File: src/rtl/sccb_target_responder_pkg.sv
// Shared constants and FSM state encoding for the SCCB target responder.
package sccb_target_responder_pkg;

    localparam int         SCCB_BYTE_W = 8;
    localparam logic [7:0] OV7670_ID   = 8'h42;
    // Position of the direction bit inside the ID byte (0 = write, 1 = read)
    localparam int         SCCB_RD_BIT = 0;

    typedef enum logic [3:0] {
        S_IDLE,
        S_ID,
        S_ID_ACK,
        S_SUB,
        S_SUB_ACK,
        S_WDATA,
        S_WDATA_ACK,
        S_RDATA,
        S_RD_NA,
        S_IGNORE
    } sccb_state_e;

endpackage

File: src/rtl/sccb_target_responder_if.sv
// SCCB pin bundle plus the register-file strobe/read port of the target responder.
interface sccb_target_responder_if;
    import sccb_target_responder_pkg::*;

    logic                   i_sio_c;
    logic                   i_sio_d;
    logic                   i_sccb_e;
    logic                   o_sio_d_oe;
    logic                   o_sio_d_out;
    logic                   o_wr_en;
    logic [SCCB_BYTE_W-1:0] o_wr_addr;
    logic [SCCB_BYTE_W-1:0] o_wr_data;
    logic [SCCB_BYTE_W-1:0] o_rd_addr;
    logic [SCCB_BYTE_W-1:0] i_rd_data;
    logic                   o_busy;

    modport slave (
        input  i_sio_c, i_sio_d, i_sccb_e, i_rd_data,
        output o_sio_d_oe, o_sio_d_out, o_wr_en, o_wr_addr, o_wr_data, o_rd_addr, o_busy
    );

    modport master (
        output i_sio_c, i_sio_d, i_sccb_e, i_rd_data,
        input  o_sio_d_oe, o_sio_d_out, o_wr_en, o_wr_addr, o_wr_data, o_rd_addr, o_busy
    );

endinterface

File: src/rtl/sccb_target_responder_line_monitor.sv
// Synchronizes the asynchronous SCCB pins and turns them into single-cycle bus events.

// N-flop synchronizer with one extra history flop for rise/fall detection.
module edge_detector_n #(
    parameter int   STAGES  = 2,
    parameter logic RST_VAL = 1'b1
) (
    input  logic clk_i,
    input  logic rst_i,
    input  logic d_i,
    output logic lvl_o,
    output logic rise_o,
    output logic fall_o
);
    logic [STAGES-1:0] sync_q;
    logic              prev_q;

    // Shift the pin through the synchronizer and remember the previous settled level
    always_ff @(posedge clk_i or posedge rst_i) begin
        if (rst_i) begin
            sync_q <= {STAGES{RST_VAL}};
            prev_q <= RST_VAL;
        end else begin
            sync_q <= {sync_q[STAGES-2:0], d_i};
            prev_q <= sync_q[STAGES-1];
        end
    end

    assign lvl_o  = sync_q[STAGES-1];
    assign rise_o = lvl_o & ~prev_q;
    assign fall_o = ~lvl_o & prev_q;
endmodule

module sccb_line_monitor #(
    parameter int SYNC_STAGES = 2
) (
    input  logic clk_i,
    input  logic rst_i,
    input  logic sio_c_i,
    input  logic sio_d_i,
    input  logic sccb_e_i,
    output logic siod_o,
    output logic sioc_rise_o,
    output logic sioc_fall_o,
    output logic start_det_o,
    output logic stop_det_o,
    output logic abort_o
);
    logic                   sioc_lvl;
    logic                   siod_rise;
    logic                   siod_fall;
    logic [SYNC_STAGES-1:0] e_sync_q;

    edge_detector_n #(.STAGES(SYNC_STAGES), .RST_VAL(1'b1)) u_sioc (
        .clk_i (clk_i),
        .rst_i (rst_i),
        .d_i   (sio_c_i),
        .lvl_o (sioc_lvl),
        .rise_o(sioc_rise_o),
        .fall_o(sioc_fall_o)
    );

    edge_detector_n #(.STAGES(SYNC_STAGES), .RST_VAL(1'b1)) u_siod (
        .clk_i (clk_i),
        .rst_i (rst_i),
        .d_i   (sio_d_i),
        .lvl_o (siod_o),
        .rise_o(siod_rise),
        .fall_o(siod_fall)
    );

    // SCCB_E only matters as a level, so it gets a plain synchronizer (idles deselected)
    always_ff @(posedge clk_i or posedge rst_i) begin
        if (rst_i) begin
            e_sync_q <= '1;
        end else begin
            e_sync_q <= {e_sync_q[SYNC_STAGES-2:0], sccb_e_i};
        end
    end

    // SIO_D transitions while SIO_C is high are framing events, never data
    assign start_det_o = siod_fall & sioc_lvl & ~e_sync_q[SYNC_STAGES-1];
    assign stop_det_o  = siod_rise & sioc_lvl;
    assign abort_o     = e_sync_q[SYNC_STAGES-1];
endmodule

File: src/rtl/sccb_target_responder.sv
// SCCB camera-side target: decodes ID / sub-address / data phases, acknowledges, and
// serves reads from an external register file addressed by the sub-address pointer.
module sccb_target_responder
    import sccb_target_responder_pkg::*;
#(
    parameter logic [7:0] DEV_ID      = OV7670_ID,
    parameter int         SYNC_STAGES = 2,
    parameter bit         AUTO_INC    = 1'b1
) (
    input  logic                    i_clk,
    input  logic                    i_reset_p,
    sccb_target_responder_if.slave  bus
);
    sccb_state_e            state_q, state_d;
    logic [SCCB_BYTE_W-1:0] sh_q, sh_d;
    logic [3:0]             cnt_q, cnt_d;
    logic                   rd_dir_q, rd_dir_d;
    logic [SCCB_BYTE_W-1:0] rd_addr_q, rd_addr_d;
    logic                   wr_en_q, wr_en_d;
    logic [SCCB_BYTE_W-1:0] wr_addr_q, wr_addr_d;
    logic [SCCB_BYTE_W-1:0] wr_data_q, wr_data_d;
    logic                   oe_q, oe_d;
    logic                   out_q, out_d;

    logic                   siod;
    logic                   sioc_rise;
    logic                   sioc_fall;
    logic                   start_det;
    logic                   stop_det;
    logic                   abort;
    logic [SCCB_BYTE_W-1:0] byte_in;
    logic                   last_bit;

    // Bit counter never passes the ninth clock of a byte
    function automatic logic [3:0] sat_inc(input logic [3:0] c);
        return (c == 4'd9) ? c : c + 4'd1;
    endfunction

    sccb_line_monitor #(.SYNC_STAGES(SYNC_STAGES)) u_mon (
        .clk_i      (i_clk),
        .rst_i      (i_reset_p),
        .sio_c_i    (bus.i_sio_c),
        .sio_d_i    (bus.i_sio_d),
        .sccb_e_i   (bus.i_sccb_e),
        .siod_o     (siod),
        .sioc_rise_o(sioc_rise),
        .sioc_fall_o(sioc_fall),
        .start_det_o(start_det),
        .stop_det_o (stop_det),
        .abort_o    (abort)
    );

    assign byte_in  = {sh_q[SCCB_BYTE_W-2:0], siod};
    assign last_bit = (cnt_q == 4'd7);

    // State, shift register, pointer and SIO_D driver registers
    always_ff @(posedge i_clk or posedge i_reset_p) begin
        if (i_reset_p) begin
            state_q   <= S_IDLE;
            sh_q      <= '0;
            cnt_q     <= '0;
            rd_dir_q  <= 1'b0;
            rd_addr_q <= '0;
            wr_en_q   <= 1'b0;
            wr_addr_q <= '0;
            wr_data_q <= '0;
            oe_q      <= 1'b0;
            out_q     <= 1'b1;
        end else begin
            state_q   <= state_d;
            sh_q      <= sh_d;
            cnt_q     <= cnt_d;
            rd_dir_q  <= rd_dir_d;
            rd_addr_q <= rd_addr_d;
            wr_en_q   <= wr_en_d;
            wr_addr_q <= wr_addr_d;
            wr_data_q <= wr_data_d;
            oe_q      <= oe_d;
            out_q     <= out_d;
        end
    end

    // Protocol sequencing: framing events first, then per-state SIO_C edge handling
    always_comb begin
        state_d   = state_q;
        sh_d      = sh_q;
        cnt_d     = cnt_q;
        rd_dir_d  = rd_dir_q;
        rd_addr_d = rd_addr_q;
        wr_en_d   = 1'b0;
        wr_addr_d = wr_addr_q;
        wr_data_d = wr_data_q;
        oe_d      = oe_q;
        out_d     = out_q;

        if (abort || stop_det) begin
            state_d = S_IDLE;
            cnt_d   = '0;
            oe_d    = 1'b0;
            out_d   = 1'b1;
        end else if (start_det) begin
            // Also covers repeated START: any partial byte is simply dropped
            state_d = S_ID;
            cnt_d   = '0;
            oe_d    = 1'b0;
            out_d   = 1'b1;
        end else begin
            unique case (state_q)
                S_IDLE, S_IGNORE: ;
                S_ID, S_SUB, S_WDATA: begin
                    if (sioc_rise) begin
                        sh_d  = byte_in;
                        cnt_d = sat_inc(cnt_q);
                        if (last_bit) begin
                            if (state_q == S_ID) begin
                                if (byte_in[7:1] != DEV_ID[7:1]) begin
                                    state_d = S_IGNORE;
                                end else begin
                                    rd_dir_d = byte_in[SCCB_RD_BIT];
                                    state_d  = S_ID_ACK;
                                end
                            end else if (state_q == S_SUB) begin
                                rd_addr_d = byte_in;
                                state_d   = S_SUB_ACK;
                            end else begin
                                wr_en_d   = 1'b1;
                                wr_addr_d = rd_addr_q;
                                wr_data_d = byte_in;
                                if (AUTO_INC) begin
                                    rd_addr_d = rd_addr_q + 8'd1;
                                end
                                state_d = S_WDATA_ACK;
                            end
                        end
                    end
                end
                S_ID_ACK, S_SUB_ACK, S_WDATA_ACK: begin
                    if (sioc_rise) begin
                        cnt_d = sat_inc(cnt_q);
                    end else if (sioc_fall) begin
                        if (cnt_q == 4'd8) begin
                            oe_d  = 1'b1;
                            out_d = 1'b0;
                        end else if (cnt_q == 4'd9) begin
                            cnt_d = '0;
                            oe_d  = 1'b0;
                            out_d = 1'b1;
                            if (state_q == S_ID_ACK && rd_dir_q) begin
                                // Hand straight from the ACK low to the first read bit
                                sh_d    = bus.i_rd_data;
                                oe_d    = 1'b1;
                                out_d   = bus.i_rd_data[7];
                                state_d = S_RDATA;
                            end else if (state_q == S_ID_ACK) begin
                                state_d = S_SUB;
                            end else begin
                                state_d = S_WDATA;
                            end
                        end
                    end
                end
                S_RDATA: begin
                    if (sioc_rise) begin
                        cnt_d = sat_inc(cnt_q);
                    end else if (sioc_fall && cnt_q == 4'd8) begin
                        oe_d    = 1'b0;
                        out_d   = 1'b1;
                        state_d = S_RD_NA;
                    end else if (sioc_fall && cnt_q != 4'd0) begin
                        sh_d  = {sh_q[SCCB_BYTE_W-2:0], sh_q[SCCB_BYTE_W-1]};
                        out_d = sh_q[SCCB_BYTE_W-2];
                    end
                end
                S_RD_NA: begin
                    if (sioc_rise) begin
                        cnt_d = sat_inc(cnt_q);
                        if (siod) begin
                            state_d = S_IGNORE;
                        end else if (AUTO_INC) begin
                            // Advance early so the register file has settled by the fall
                            rd_addr_d = rd_addr_q + 8'd1;
                        end
                    end else if (sioc_fall && cnt_q == 4'd9) begin
                        sh_d    = bus.i_rd_data;
                        oe_d    = 1'b1;
                        out_d   = bus.i_rd_data[7];
                        cnt_d   = '0;
                        state_d = S_RDATA;
                    end
                end
                default: state_d = S_IDLE;
            endcase
        end
    end

    assign bus.o_sio_d_oe  = oe_q;
    assign bus.o_sio_d_out = out_q;
    assign bus.o_wr_en     = wr_en_q;
    assign bus.o_wr_addr   = wr_addr_q;
    assign bus.o_wr_data   = wr_data_q;
    assign bus.o_rd_addr   = rd_addr_q;
    assign bus.o_busy      = (state_q != S_IDLE);
endmodule

File: src/flat_wrapper.sv
// flat-port wrapper written by rule: the top's interface ports become plain ports
module sccb_target_responder_flat import sccb_target_responder_pkg::*;
#(
    parameter logic [7:0] DEV_ID      = OV7670_ID,
    parameter int         SYNC_STAGES = 2,
    parameter bit         AUTO_INC    = 1'b1
)
  (i_clk, i_reset_p, bus_i_sio_c, bus_i_sio_d, bus_i_sccb_e, bus_i_rd_data, bus_o_sio_d_oe, bus_o_sio_d_out, bus_o_wr_en, bus_o_wr_addr, bus_o_wr_data, bus_o_rd_addr, bus_o_busy);
  sccb_target_responder_if bus_i ();
  input  logic i_clk;
  input  logic i_reset_p;
  input wire logic [$bits(bus_i.i_sio_c)-1:0] bus_i_sio_c;
  input wire logic [$bits(bus_i.i_sio_d)-1:0] bus_i_sio_d;
  input wire logic [$bits(bus_i.i_sccb_e)-1:0] bus_i_sccb_e;
  input wire logic [$bits(bus_i.i_rd_data)-1:0] bus_i_rd_data;
  output wire logic [$bits(bus_i.o_sio_d_oe)-1:0] bus_o_sio_d_oe;
  output wire logic [$bits(bus_i.o_sio_d_out)-1:0] bus_o_sio_d_out;
  output wire logic [$bits(bus_i.o_wr_en)-1:0] bus_o_wr_en;
  output wire logic [$bits(bus_i.o_wr_addr)-1:0] bus_o_wr_addr;
  output wire logic [$bits(bus_i.o_wr_data)-1:0] bus_o_wr_data;
  output wire logic [$bits(bus_i.o_rd_addr)-1:0] bus_o_rd_addr;
  output wire logic [$bits(bus_i.o_busy)-1:0] bus_o_busy;
  assign bus_i.i_sio_c = bus_i_sio_c;
  assign bus_i.i_sio_d = bus_i_sio_d;
  assign bus_i.i_sccb_e = bus_i_sccb_e;
  assign bus_i.i_rd_data = bus_i_rd_data;
  assign bus_o_sio_d_oe = bus_i.o_sio_d_oe;
  assign bus_o_sio_d_out = bus_i.o_sio_d_out;
  assign bus_o_wr_en = bus_i.o_wr_en;
  assign bus_o_wr_addr = bus_i.o_wr_addr;
  assign bus_o_wr_data = bus_i.o_wr_data;
  assign bus_o_rd_addr = bus_i.o_rd_addr;
  assign bus_o_busy = bus_i.o_busy;
  sccb_target_responder #(.DEV_ID(DEV_ID), .SYNC_STAGES(SYNC_STAGES), .AUTO_INC(AUTO_INC)) u_core (.i_clk(i_clk), .i_reset_p(i_reset_p), .bus(bus_i));
endmodule
File: config.mk
export PLATFORM = sky130hd
export DESIGN_NAME = sccb_target_responder_flat
export DESIGN_NICKNAME = d
export VERILOG_FILES = /design/src/rtl/sccb_target_responder_pkg.sv /design/src/rtl/sccb_target_responder_if.sv /design/src/rtl/sccb_target_responder_line_monitor.sv /design/src/rtl/sccb_target_responder.sv /design/src/flat_wrapper.sv
export SDC_FILE = /design/constraint.sdc
export NUM_CORES = 1
export LEC_CHECK = 0
export ABC_AREA = 1
export CAP_MARGIN = 15
export CORE_ASPECT_RATIO = 0.5
export CORE_UTILIZATION = 45
export DETAILED_ROUTE_END_ITERATION = 10
export PLACE_DENSITY = 0.67
export SKIP_LAST_GASP = 1
export SYNTH_ARGS = -nofsm -noshare
export SYNTH_HDL_FRONTEND = slang
export SYNTH_SLANG_ARGS = --single-unit
export TNS_END_PERCENT = 5
File: constraint.sdc
create_clock -name i_clk -period 2.1 [get_ports i_clk]
set_clock_uncertainty 0.15 [all_clocks]
set_input_delay 0.42 -clock i_clk [delete_from_list [all_inputs] [get_ports i_clk]]
set_output_delay 0.42 -clock i_clk [all_outputs]
set_load 0.01 [all_outputs]
Word-level counts from Yosys, hierarchy flattened
Cells that the tools add are included. Widths: inputs -> output; s select.

Bits in registers: 52. Bits of input ports: 13. Output and inout port bits: 28. Word-level logic and storage cells: 186.

Mux-type cells: 81. Bitwise gates (word level): 17. Add/subtract/negate cells: 2. Reduce and logical (&&, ||, !) cells: 24. Eq/ne operators: 47.

Operator list (number): $mux 8 (17); $mux 4 (26); $pmux 8 s4 (1); $mux 1 (30); $ne 4x1->1 const B (7); $ne 5x1->1 const B (5); $reduce_and 8->1 (3); $eq 4x3->1 const B (5); $pmux 4 s5 (1); $eq 4x4->1 const B (4); $ne 2x1->1 const B (8); $pmux 8 s2 (1); $ne 2x2->1 const B (7); $reduce_and 14->1 (1); $reduce_and 7->1 (2); $ne 4x4->1 const B (3); $pmux 4 s3 (1); $reduce_bool 4->1 (3); $reduce_and 11->1 (1); $not 1->1 (10); $reduce_bool 5->1 (2); $add 8x1->8 const B (1); $eq 4x2->1 const B (2); $and 1x1->1 (7); 18 further kinds (23).

Depth between registers and ports, before layout
Word-level depth: 10. Depth in mapped cells: 12. Gate-level depth less buffers: 11.

Hierarchy
A second synthesis with hierarchy kept.

Cell total of the unflattened synthesis: 444. Area total of the unflattened synthesis: 3109.2 um^2.

By module, submodules not included: sccb_target_responder (times used 1, seq. area each 1102.3 um^2, cells each 421, area each 2840.2 um^2); edge_detector_n (times used 2, seq. area each 78.8 um^2, cells each 8, area each 97.6 um^2); sccb_line_monitor (times used 1, seq. area each 52.6 um^2, cells each 7, area each 73.8 um^2).

Worst setup path before layout
OpenSTA, ideal clock, no wires.

Path kind: register to register. From: register u_core.cnt_q[1]. To: register u_core.sh_q[1]. Setup time: 0.118 ns. Stages on the path, launching flop included: 10. Required time: 1.832 ns. Slack: 0.309 ns. Path buffers: 0. Arrival time: 1.522 ns. Period minus slack after synthesis: 1.791 ns. Cell sequence: dfrtp_1 -> inv_1 -> ha_1 -> nand3_2 -> o21ai_2 -> nand2_1 -> nor2_4 -> nand3_4 -> nand2_1 -> nand2_1.

Word-level cells in the longest chain between the ends: 4. Elaborated cells on any way between the ends: 12. Classes of those cells: 7 x eq/ne; 5 x reduce/logical.

RTL lines: start: declaration (RTL line sccb_target_responder.sv:16) `logic [3:0] cnt_q, cnt_d;`; start signal: assignment (RTL line sccb_target_responder.sv:72) `cnt_q <= cnt_d;`; $eq 4x4->1 (tied with other cells) (RTL line sccb_target_responder.sv:144, sccb_target_responder.sv:183); $logic_and 1x1->1 (on tied branches) (RTL line sccb_target_responder.sv:183, sccb_target_responder.sv:165, sccb_target_responder.sv:169); $ne 2x1->1 (no source line) / $ne 2x2->1 (equally long branches); $reduce_and 14->1 (no source line) (*); end signal: assignment (RTL line sccb_target_responder.sv:60) `sh_q <= '0;`; end signal: assignment (RTL line sccb_target_responder.sv:71) `sh_q <= sh_d;`; end: declaration (RTL line sccb_target_responder.sv:15) `logic [SCCB_BYTE_W-1:0] sh_q, sh_d;`.

Mark *: on every way between the ends. The rest lies on a longest branch, timed or not. A chain may end at the register's enable or synchronous reset.

Worst setup path after layout
From: register u_core.state_q[3]. To: output port bus_o_busy.

Word-level cells in the longest chain between the ends: 1.

RTL lines: start: declaration (RTL line sccb_target_responder.sv:14) `sccb_state_e state_q, state_d;`; start signal: assignment (RTL line sccb_target_responder.sv:70) `state_q <= state_d;`; $reduce_bool 4->1 (RTL line sccb_target_responder.sv:202) `assign bus.o_busy = (state_q != S_IDLE);`; end: declaration (RTL line flat_wrapper.sv:22) `output wire logic [$bits(bus_i.o_busy)-1:0] bus_o_busy;`.

No other way between the ends.

==> impl_metrics.json <==
{
  "final_cell_mix": "157 x nand2_1, 40 x clkdlybuf4s50_1, 40 x dfrtp_1",
  "syn_nets": 444,
  "muxShareOfSynthArea_pct": 0,
  "slowest_stage": "dfrtp_2",
  "r2r_slack_ps": 110,
  "slowest_delay_ps": 480,
  "routed_wl_um": 7620,
  "period_minus_slack_ps": 2085,
  "cts_made_buffers": 5,
  "slew_headroom_pct": 65.43,
  "cts_tree": "done",
  "fill_cells": 605,
  "core-area_um2": 6306,
  "netlist_area_um2": 3044,
  "drt_iter0_markers": 270,
  "finish.instance_area_um2": 3782,
  "yosysTopAreaCell": "dfrtp_1",
  "drive_gt1_share_pct": 12.68,
  "synthXorXnorAreaFrac_pct": 0.5754,
  "synth_top_area_share_pct": 35.35,
  "ys_warn_count": 0,
  "yosys.area_share.simple_pct": 39.13,
  "ys_ff_latch": 52,
  "wl_per_cell_um": 13.39,
  "period_share_pct": 99.28,
  "path_clk_slew_ps": 70,
  "worst_slew_pin_slew_ps": 517.3,
  "p_leak_nw": 1.852,
  "start_util_pct": 48.27,
  "startpoint_type": "register",
  "clock_path_buffers": 2,
  "grt_pass1_wl_um": 12630,
  "drcViolationCount": 0,
  "ios": 41,
  "setup_viol": 0,
  "synthFlopType": "dfrtp_1",
  "synth-compound-area-share_pct": 8.878,
  "place.gp.congestion": 0.8923,
  "dr.pass1.iters": 5,
  "p_per_area_nw_per_um2": 682.1,
  "grt.overflow.total": 0,
  "final_max_slew_viol_count": 0,
  "status": "finished clean",
  "max_cap_violations": 0,
  "synth_area_leaders": "dfrtp_1 35%, nand2_1 19%, dfstp_2 7.8%",
  "antenna_found_initial": 0,
  "hold_path_class": "reg -> reg",
  "cts_sinks": 52,
  "num_rows": 20,
  "synth_area_per_cell_um2": 7.129,
  "crit_arrival_ps": 1510,
  "ant_nets": 0,
  "placed_area_um2": 3590,
  "total_power_mw": 2.580,
  "synth-seq-area-share_pct": 43.12,
  "critical_path_class": "reg -> out",
  "areaGrowthSynthToFinish_pct": 24.25,
  "peakVddDrop_mv": 0.3915,
  "rsz0062_at_grt": "true",
  "crit_required_ps": 1530,
  "ys_async_sr_fraction_pct": 100.0,
  "cts_root_buf": "clkbuf_16",
  "synth_adder_area_share_pct": 1.644,
  "max_freq_mhz": 479.7,
  "worstPathMaxFanout": 8,
  "n_antenna_cell": 0,
  "final_common_cell": "nand2_1",
  "first_global_vias": 2628,
  "viasPerCell": 5.172,
  "crit_path_end_kind": "output port",
  "die_w_um": 118.3,
  "htree_levels": 2,
  "dieArea_um2": 7118,
  "synth_cell_types": 30,
  "grt_max_degree": 53,
  "num_vias": 2943,
  "clock_latency_ps": 300,
  "synth_edf_count": 0,
  "nets": 497,
  "worstPathCellList": "nor2_4 -> nand2_1 -> clkdlybuf4s50_1",
  "hold_viol": 0,
  "die_y_um": 60.16,
  "netlist_instances": 427,
  "synth_top_family_by_area": "simple AND/OR/NAND/NOR gates",
  "portBuffers": 40,
  "holdBufCountCts": 0,
  "dp_hpwl_um": 5697,
  "grtUsageTotal_pct": 23.28
}
-- worst max-delay path: cells and delay by family, from the launching register on --
| family | cells | cell delay, ps |
|---|---|---|
| buffers and inverters | 1 | 480 |
| and+or+nand+nor | 2 | 250 |
| DFF | 1 | 480 |
-- logic make-up (layout without fill, tap and decap cells) --
kind of cell / count (synthesis) / in the layout
xor+xnor: 2 / 2
compound gates: 49 / 49
flops: 52 / 52
buf+inv: 49 / 103
simple gates: 271 / 271
fa+ha+maj: 4 / 4
-- metal layers --
layer | vias to the layer above | global-route usage (%) | part of all wire [%]
li1 | 1487 | - | -
met1 | 1381 | 32.33 | 50
met2 | 69 | 37.31 | 44
met3 | 6 | 4.580 | 4.3
met4 | 0 | 6.777 | 0.98
met5 | - | 0 | 0
-- synth_stat cells (2+ instances only) --
cell,instances
a21oi_1,5
buf_2,3
buf_4,2
dfrtp_1,43
dfstp_2,9
ha_1,4
inv_1,38
inv_2,4
nand2_1,157
nand2_2,4
nand3_1,39
nand3b_1,3
nand4_1,10
nor2_1,36
nor2_2,7
nor2_4,3
nor3_1,5
o211ai_1,3
o21ai_0,17
o21ai_1,21
or2_2,4
xor2_1,2
-- path summary, 6_finish.rpt --
| kind | end | start | cells past startpoint |
|---|---|---|---|
| worst max-delay path | bus_o_busy | u_core.state_q[3]$_DFFE_PP0P_ | 3 |
| worst min register to register | u_core.u_mon.e_sync_q[1]$_DFF_PP1_ | u_core.u_mon.e_sync_q[0]$_DFF_PP1_ | 0 |
| max in group asynchronous | u_core.bus.o_sio_d_out$_DFFE_PP1P_ | i_reset_p | 3 |
| worst max register to register | u_core.bus.o_rd_addr[7]$_DFFE_PP0P_ | u_core.cnt_q[0]$_DFFE_PP0P_ | 7 |
| worst min-delay path | u_core.u_mon.e_sync_q[1]$_DFF_PP1_ | u_core.u_mon.e_sync_q[0]$_DFF_PP1_ | 0 |
| min in group asynchronous | u_core.bus.o_wr_data[2]$_DFFE_PP0P_ | i_reset_p | 3 |
-- state kept, by name, summed over array words and instances, names as in the netlist --
name                        cells
u_core.bus.o_rd_addr            8
u_core.bus.o_wr_addr            8
u_core.bus.o_wr_data            8
u_core.sh_q                     8
u_core.cnt_q                    4
u_core.state_q                  4
u_core.u_mon.e_sync_q           2
u_core.u_mon.u_sioc.sync_q      2
u_core.u_mon.u_siod.sync_q      2
u_core.bus.o_sio_d_oe           1
u_core.bus.o_sio_d_out          1
u_core.bus.o_wr_en              1
u_core.rd_dir_q                 1
u_core.u_mon.u_sioc.prev_q      1
u_core.u_mon.u_siod.prev_q      1
-- through the flow --
stage | hold WS (ps) | utilization [%] | setup WS, ps | setup TNS (ps) | std cells
2_1_floorplan | 195.2 | - | 287.0 | 0 | 427
3_3_place_gp | 196.0 | 56.92 | 143.8 | 0 | 557
3_5_place_dp | 197.9 | 56.92 | 21.94 | 0 | 557
4_1_cts | 208.4 | 59.46 | 12.39 | 0 | 565
5_1_grt | 212.5 | 59.98 | -65.25 | -642.0 | 569
6_report | 207.8 | 59.98 | 15.21 | 0 | 569
-- where the power goes --
part / internal (mW) / switching, mW / total [mW]
clock network: 0.451 / 0.398 / 0.849
registers: 1.11 / 0.121 / 1.24
logic: 0.202 / 0.295 / 0.496
-- timing repair --
action,in CTS,in global routing
buffers inserted,0,4
endpoints found under the setup margin,1,42
gates resized for setup,4,1
pin swaps,0,3
-- area by class of cell --
type / count / area (um2) / area share [%]
flip-flops and latches: 52 / 1316 / 34.80
repair buffers: 53 / 510.5 / 13.50
clock inverters: 3 / 26.28 / 0.6947
clock buffers: 5 / 125.1 / 3.308
well taps: 88 / 110.1 / 2.911
multi-input cells: 326 / 1536 / 40.62
inverters: 42 / 157.7 / 4.168
(Power assumes the default switching activity.)
